[config.mk]
export PLATFORM = sky130hd
export DESIGN_NAME = receptor_serial_paridade
export DESIGN_NICKNAME = d
export VERILOG_FILES = /design/src/rtl/receptor_serial_paridade.sv
export SDC_FILE = /design/constraint.sdc
export NUM_CORES = 1
export LEC_CHECK = 0
export BUFFER_PORTS_ARGS = -buffer_cell sky130_fd_sc_hd__buf_2
export CORE_UTILIZATION = 65
export CTS_BUF_LIST = sky130_fd_sc_hd__clkbuf_8
export DETAILED_ROUTE_END_ITERATION = 16
export MAX_ROUTING_LAYER = met4
export PLACE_DENSITY = 0.91
export SLEW_MARGIN = 20
export SYNTH_ARGS = -nofsm -noshare
export SYNTH_HDL_FRONTEND = slang
export SYNTH_SLANG_ARGS = --single-unit
[constraint.sdc]
create_clock -name clk -period 3.2 [get_ports clk]
set_input_delay 0.32 -clock clk [delete_from_list [all_inputs] [get_ports clk]]
set_output_delay 0.32 -clock clk [all_outputs]
set_load 0.1 [all_outputs]
[src/rtl/receptor_serial_paridade.sv]
// Serial receiver for 8-bit-period frames (start, D0..D4 LSB first, parity, stop).
// Deserialises the frame into E[4:0] and P and holds them for the Display stage.
// Parity is forwarded verbatim; Display is responsible for validating it.
module receptor_serial_paridade #(
  parameter int unsigned CICLOS_POR_BIT = 4,
  parameter int unsigned LARGURA_CONT   = 8
) (
  input  logic       clk,
  input  logic       rst_n,
  input  logic       rx,
  output logic [4:0] E,
  output logic       P,
  output logic       pronto,
  output logic       erro_quadro,
  output logic       ocupado
);

  localparam logic [LARGURA_CONT-1:0] LP_FIM_BIT  = LARGURA_CONT'(CICLOS_POR_BIT - 1);
  localparam logic [LARGURA_CONT-1:0] LP_MEIO_BIT = LARGURA_CONT'(CICLOS_POR_BIT / 2 - 1);
  localparam logic [2:0]              LP_ULT_DADO = 3'd4;

  typedef enum logic [2:0] {
    OCIOSO   = 3'd0,
    INICIO   = 3'd1,
    DADOS    = 3'd2,
    PARIDADE = 3'd3,
    PARADA   = 3'd4,
    ESPERA   = 3'd5
  } t_estado;

  t_estado                 r_estado;
  logic                    r_rx_meta;
  logic                    r_rx_s;
  logic [LARGURA_CONT-1:0] r_cnt;
  logic [2:0]              r_indice;
  logic [4:0]              r_shift;
  logic                    r_par;
  logic [4:0]              r_E;
  logic                    r_P;
  logic                    r_pronto;
  logic                    r_erro_quadro;
  logic                    r_ocupado;

  logic w_fim_bit;
  logic w_meio_bit;

  assign w_fim_bit  = (r_cnt == LP_FIM_BIT);
  assign w_meio_bit = (r_cnt == LP_MEIO_BIT);

  // Two-flop synchroniser for the asynchronous serial line; idles high.
  always_ff @(posedge clk) begin
    if (!rst_n) begin
      r_rx_meta <= 1'b1;
      r_rx_s    <= 1'b1;
    end else begin
      r_rx_meta <= rx;
      r_rx_s    <= r_rx_meta;
    end
  end

  // Frame FSM with bit timing, deserialisation and registered outputs.
  always_ff @(posedge clk) begin
    if (!rst_n) begin
      r_estado      <= OCIOSO;
      r_cnt         <= '0;
      r_indice      <= '0;
      r_shift       <= '0;
      r_par         <= 1'b0;
      r_E           <= 5'b00000;
      r_P           <= 1'b1;
      r_pronto      <= 1'b0;
      r_erro_quadro <= 1'b0;
      r_ocupado     <= 1'b0;
    end else begin
      r_pronto      <= 1'b0;
      r_erro_quadro <= 1'b0;
      case (r_estado)
        OCIOSO: begin
          if (!r_rx_s) begin
            r_estado  <= INICIO;
            r_cnt     <= '0;
            r_ocupado <= 1'b1;
          end
        end
        INICIO: begin
          if (w_meio_bit) begin
            r_cnt <= '0;
            if (!r_rx_s) begin
              r_estado <= DADOS;
              r_indice <= '0;
            end else begin
              // Start bit did not survive to mid-bit: treat as a glitch.
              r_estado  <= OCIOSO;
              r_ocupado <= 1'b0;
            end
          end else begin
            r_cnt <= r_cnt + LARGURA_CONT'(1);
          end
        end
        DADOS: begin
          if (w_fim_bit) begin
            r_cnt             <= '0;
            r_shift[r_indice] <= r_rx_s;
            r_indice          <= r_indice + 3'd1;
            if (r_indice == LP_ULT_DADO) begin
              r_estado <= PARIDADE;
            end
          end else begin
            r_cnt <= r_cnt + LARGURA_CONT'(1);
          end
        end
        PARIDADE: begin
          if (w_fim_bit) begin
            r_cnt    <= '0;
            r_par    <= r_rx_s;
            r_estado <= PARADA;
          end else begin
            r_cnt <= r_cnt + LARGURA_CONT'(1);
          end
        end
        PARADA: begin
          if (w_fim_bit) begin
            r_cnt <= '0;
            if (r_rx_s) begin
              r_E       <= r_shift;
              r_P       <= r_par;
              r_pronto  <= 1'b1;
              r_estado  <= OCIOSO;
              r_ocupado <= 1'b0;
            end else begin
              r_erro_quadro <= 1'b1;
              r_estado      <= ESPERA;
            end
          end else begin
            r_cnt <= r_cnt + LARGURA_CONT'(1);
          end
        end
        ESPERA: begin
          // Held-low line must return high before a new start bit is honoured.
          if (r_rx_s) begin
            r_estado  <= OCIOSO;
            r_ocupado <= 1'b0;
          end
        end
        default: begin
          r_estado  <= OCIOSO;
          r_ocupado <= 1'b0;
        end
      endcase
    end
  end

  assign E           = r_E;
  assign P           = r_P;
  assign pronto      = r_pronto;
  assign erro_quadro = r_erro_quadro;
  assign ocupado     = r_ocupado;

endmodule

* After elaboration in Yosys (flattened, before gate mapping)
Cells that the tools add are included.
Widths: inputs -> output; s select.
** Storage, ports and cells
- Bits in registers :: 31
- Latch bits :: 0
- RAM bits :: 0
- Bits in read-only memories :: 0
- Input port bits :: 3
- Output and inout bits :: 9
- Logic and storage cells :: 75
- Memories kept :: 0
** Cells by class
- Add/subtract/negate cells :: 2
- Multipliers :: 0
- Div/mod/pow operators :: 0
- Magnitude comparators :: 2
- Equal/unequal tests :: 16
- Shift-type cells :: 0
- Multiplexer cells :: 28
- Bitwise operators :: 1
- Reduce and logical (&&, ||, !) cells :: 14
** Operators with widths (count)
- $mux 3 :: 11
- $mux 8 :: 3
- $pmux 8 s3 :: 1
- $pmux 3 s6 :: 1
- $ne 2x2->1 const B :: 8
- $eq 3x3->1 const B :: 3
- $add 8x1->8 const B :: 1
- $eq 8x1->1 const B :: 1
- $eq 8x2->1 const B :: 1
- $reduce_and 4->1 :: 2
- $mux 1 :: 7
- $reduce_and 7->1 :: 1
- $eq 3x2->1 const B :: 2
- $pmux 3 s2 :: 1
- $reduce_and 2->1 :: 3
- $reduce_and 3->1 :: 2
- $bwmux 5 :: 1
- $pmux 1 s5 :: 1
- $lt 3x4->1 const B :: 1
- $add 3x1->3 const B :: 1
- $demux 1 s3 :: 1
- $eq 3x1->1 const B :: 1
- $ge 3x1->1 const B :: 1
- $logic_not 3->1 :: 1
- other kinds (7) :: 7

* Depth between registers and ports, before layout
- Depth after elaboration :: 5
- Gate-level depth with buffers :: 7
- Gate-level depth less buffers :: 6

* Worst setup path before layout
OpenSTA, ideal clock, no wires.
- Path kind :: register -> register
- Start point :: register r_cnt[0]
- End point :: register r_cnt[6]
- Arrival :: 1.616 ns
- Slack :: 1.465 ns
- Cell stages (with the launch flop) :: 8
- Buffers on the path :: 1
- Clock period less this slack :: 1.735 ns
- Cell sequence :: dfxtp_1 > ha_1 > nor4bb_1 > a21boi_1 > o2111ai_2 > buf_4 > nor3_1 > a211o_1
** On the way
- Word-level cells in the longest chain between the ends :: 3
** RTL lines
- from (decl) :: RTL line 34 : logic [LARGURA_CONT-1:0] r_cnt;
- from (signal assigned) :: RTL line 97 : r_cnt <= r_cnt + LARGURA_CONT'(1);
- from (signal assigned) :: RTL line 109 : r_cnt <= r_cnt + LARGURA_CONT'(1);
- from (signal assigned) :: RTL line 118 : r_cnt <= r_cnt + LARGURA_CONT'(1);
- $add 8x1->8 (tied with other cells)
- $mux 8 (on tied branches)
- $pmux 8 s3 (*) :: RTL line 77 : case (r_estado)
Every way passes the cells marked *; elsewhere a longest branch is shown, timed or not.
A chain may end at the register's enable or synchronous reset.

* Worst setup path in the final report
Same ends and word-level chain as after synthesis.

==> results by group <==
CTS
  • PostCTS Resize Cnt: 0
  • H-tree levels: 2
  • Sink Count: 31
  • Clock Latency Late Sink: approximately 0.29 ns
  • CTS tree: done
  • Root buffer cell: clkbuf_8
  • Num CTS Buffers: 5
  • Setup bufs post-CTS: 0
  • Post-CTS Hold Fix Bufs: 0
  • Clock Pin Slew Worst Setup and Hold Paths: 0.07 ns
  • Longest Clk Path Bufs: 2

Synthesis
  • Mapped cell area: ~1500 um^2
  • Register area share after synthesis: 0.401
  • Post-Synthesis Cells: 180
  • Post-synth ARST share: 0
  • Mean post-synth cell area: 8.61 um^2
  • Synth area leader: dfxtp_1
  • Syn_nets: 187
  • Ys Warns: 0
  • Post-synth EDFFs: 0
  • Synth top area share: 0.401
  • Post-synthesis cell type count: 49
  • Synth Flop Type: dfxtp_1
  • Synth area leaders: dfxtp_1 (40%), mux2i_1 (7.8%), nor2_1 (6.3%), nand2_1 (5.1%), ha_1 (3.2%)
  • Post-synthesis register bit count: 31

Cells and area
  • Fillers: 159
  • N_diodes: 0
  • Final nets: approximately 200
  • Area of the multi-input gates: 871 um^2
  • Area Overhead vs Synth: 11.1%
  • Final instance area: ~1700 um^2
  • Proportion of layout cells with a drive suffix above 1: 0.126
  • Final core utilization: 0.771
  • Reg area: 621 um^2

Routing
  • Via density: 6.12
  • Post-route DRC: 0
  • Total number of vias: between 1000 and 1500
  • WL/cell: 14.9 um
  • Final WL: between 3 and 4 mm
  • Antenna Violating Nets Remaining: 0
  • Iter 0 DRT Violations: 43
  • First-pass DRT Iterations: 4

Placement
  • I/O Buffers: 11
  • DP Area: 1600 um^2
  • DP Wirelength: approximately 2.1 mm
  • GP Congestion: 0.852

Outcome
  • Status: completed

GRT
  • First-pass GRT wire length: 5.32 mm
  • Largest net degree at the start of global routing: 18
  • Initial antenna violation count: 0
  • Vias in the first global route: around 1200
  • GR Overflow Total: 0
  • GR Util All Layers: 0.295

STA
  • Final TNS setup: 0 ns
  • Fin. Hold Viols: 0
  • Setup violators final: 0
  • Slew margin rel.: 0.650
  • Max Clock Skew: around 0.0045 ns
  • Minimum clock period: 2.08 ns
  • Achievable frequency: 481 MHz
  • Worst-margin pin slew: about 0.52 ns
  • Period utilization: 0.650
  • RSZ-0062 raised after global routing: no
  • Final Slew Violations: 0

Worst setup path
  • Crit path capture type: flip-flop
  • Startpoint types: flip-flop
  • CP required: 3.38 ns
  • Max FO, Critical Path: 11
  • Critical path type: flip-flop to flip-flop
  • CP arrival: 2.26 ns

Power and ir drop
  • Seq pwr share: 0.442
  • Sw frac: 0.278
  • NetSw: around 0.27 mW
  • Logic gate share of total power: 0.151
  • Cell Pwr Density: 569 nW/um^2
  • Clock Power Share: 0.407
  • Pwr Total: 0.979 mW
  • Internal: 0.706 mW
  • Worst IR Drop VDD: 0.632 mV
  • Leak pwr: between 0.7 and 0.8 nW

Hold path
  • Min-delay worst type: input pin to flip-flop

Die
  • Core Region: 2230 um^2
  • Total number of placement rows: 17
  • Die X: just over 50 um
  • Die Height: 50.8 um
  • DIE AREA: 2580 um^2
  • Starting density of the core: 0.694
  • Io pins: 12

Job
  • Max-Cap Viols: 0
## worst paths after layout
kind	start	endpoint	slack, ns	depth (start not counted)
worst max-delay path	r_cnt[0]$_SDFFE_PN0P_	r_cnt[6]$_SDFFE_PN0P_	1.12	6
worst max register to register	r_cnt[0]$_SDFFE_PN0P_	r_cnt[6]$_SDFFE_PN0P_	1.12	6
worst min register to register	r_rx_meta$_SDFF_PN1_	r_rx_s$_SDFF_PN1_	0.45	1
worst min-delay path	rx	r_rx_meta$_SDFF_PN1_	0.21	2
## cells in the mapped netlist (2+ instances only)
| cell | n |
|---|---|
| nand3_1 | 6 |
| dfxtp_1 | 31 |
| nand2_1 | 21 |
| a31oi_1 | 2 |
| ha_1 | 4 |
| nor3_1 | 3 |
| nor4bb_1 | 2 |
| and3_1 | 3 |
| mux2i_1 | 12 |
| nand4b_1 | 2 |
| a21oi_1 | 7 |
| nor4_1 | 3 |
| a211o_1 | 3 |
| nand2b_1 | 3 |
| nor2_1 | 26 |
| or3_1 | 2 |
| o21ai_0 | 6 |
| o21bai_1 | 2 |
| a32oi_1 | 2 |
| clkbuf_1 | 5 |
| o211ai_1 | 2 |
| inv_1 | 6 |
## area by class of cell
class                   count  area share
clock buffers               6      0.0480
clock inverters             2      0.0203
inverters                   6      0.0131
multi-input cells         135       0.506
flip-flops and latches     31       0.360
well taps                  28      0.0203
repair buffers             11      0.0320
## cell usage in the layout, fill, tap and decap left out, drive strengths merged, types with 3 or more instances in the layout
cell type	instances
nand3	6
nor3	3
nand2	21
and3	3
nor2	26
a21oi	7
a211o	3
mux2i	12
inv	6
o21ai	7
clkbuf	6
nor4	4
nand2b	3
buf	11
ha	4
dfxtp	31
## stage by stage
stage	hold WS [ns]	cells	setup WS (ns)
global placement	0.398	211	1.25
global route	0.211	219	0.908
CTS	0.211	219	1.14
detailed placement	0.393	211	1.21
floorplan	0.386	180	1.46
finish	0.214	219	1.12
## routing by layer
metal  global-route usage  vias to the layer above  wire, um
met1                0.353                      615      1400
met5                    -                        -         0
met4                0.190                        0        97
met2                0.456                       46      1590
met3               0.0565                       10       180
li1                     -                      670         -
## sequential cells by signal (all words and copies together) (netlist names)
| register | cells |
|---|---|
| r_cnt | 8 |
| ocupado | 1 |
| P | 1 |
| erro_quadro | 1 |
| r_rx_s | 1 |
| E | 5 |
| r_rx_meta | 1 |
| pronto | 1 |
| r_shift | 5 |
| r_par | 1 |
| r_estado | 3 |
| r_indice | 3 |
## critical path, cell delays in order (launching register included)
cell	delay [ns]
dfxtp_1	0.42
ha_1	0.33
nor4bb_1	0.41
a22oi_1	0.16
o2111ai_2	0.25
nor3_1	0.12
a211o_1	0.27
## cell families after synthesis
logic type               after synthesis  synth area share
AO/OA/AOI/OAI                         35             0.157
adder cells (fa/ha/maj)                4            0.0323
AND/OR/NAND/NOR                       83             0.290
XOR/XNOR                               1           0.00566
flip-flops                            31             0.401
multiplexers                          12            0.0775
buffers and inverters                 14            0.0372
## power groups by stage
stage	Clock, mW	Sequential, mW	Combinational, mW
floorplan	0	0.442	0.119
CTS	0.403	0.432	0.147
global route	0.418	0.436	0.165
detailed placement	0	0.439	0.145
finish	0.399	0.433	0.148
global placement	0	0.438	0.140
No activity file was read; power rests on OpenSTA's default activity.
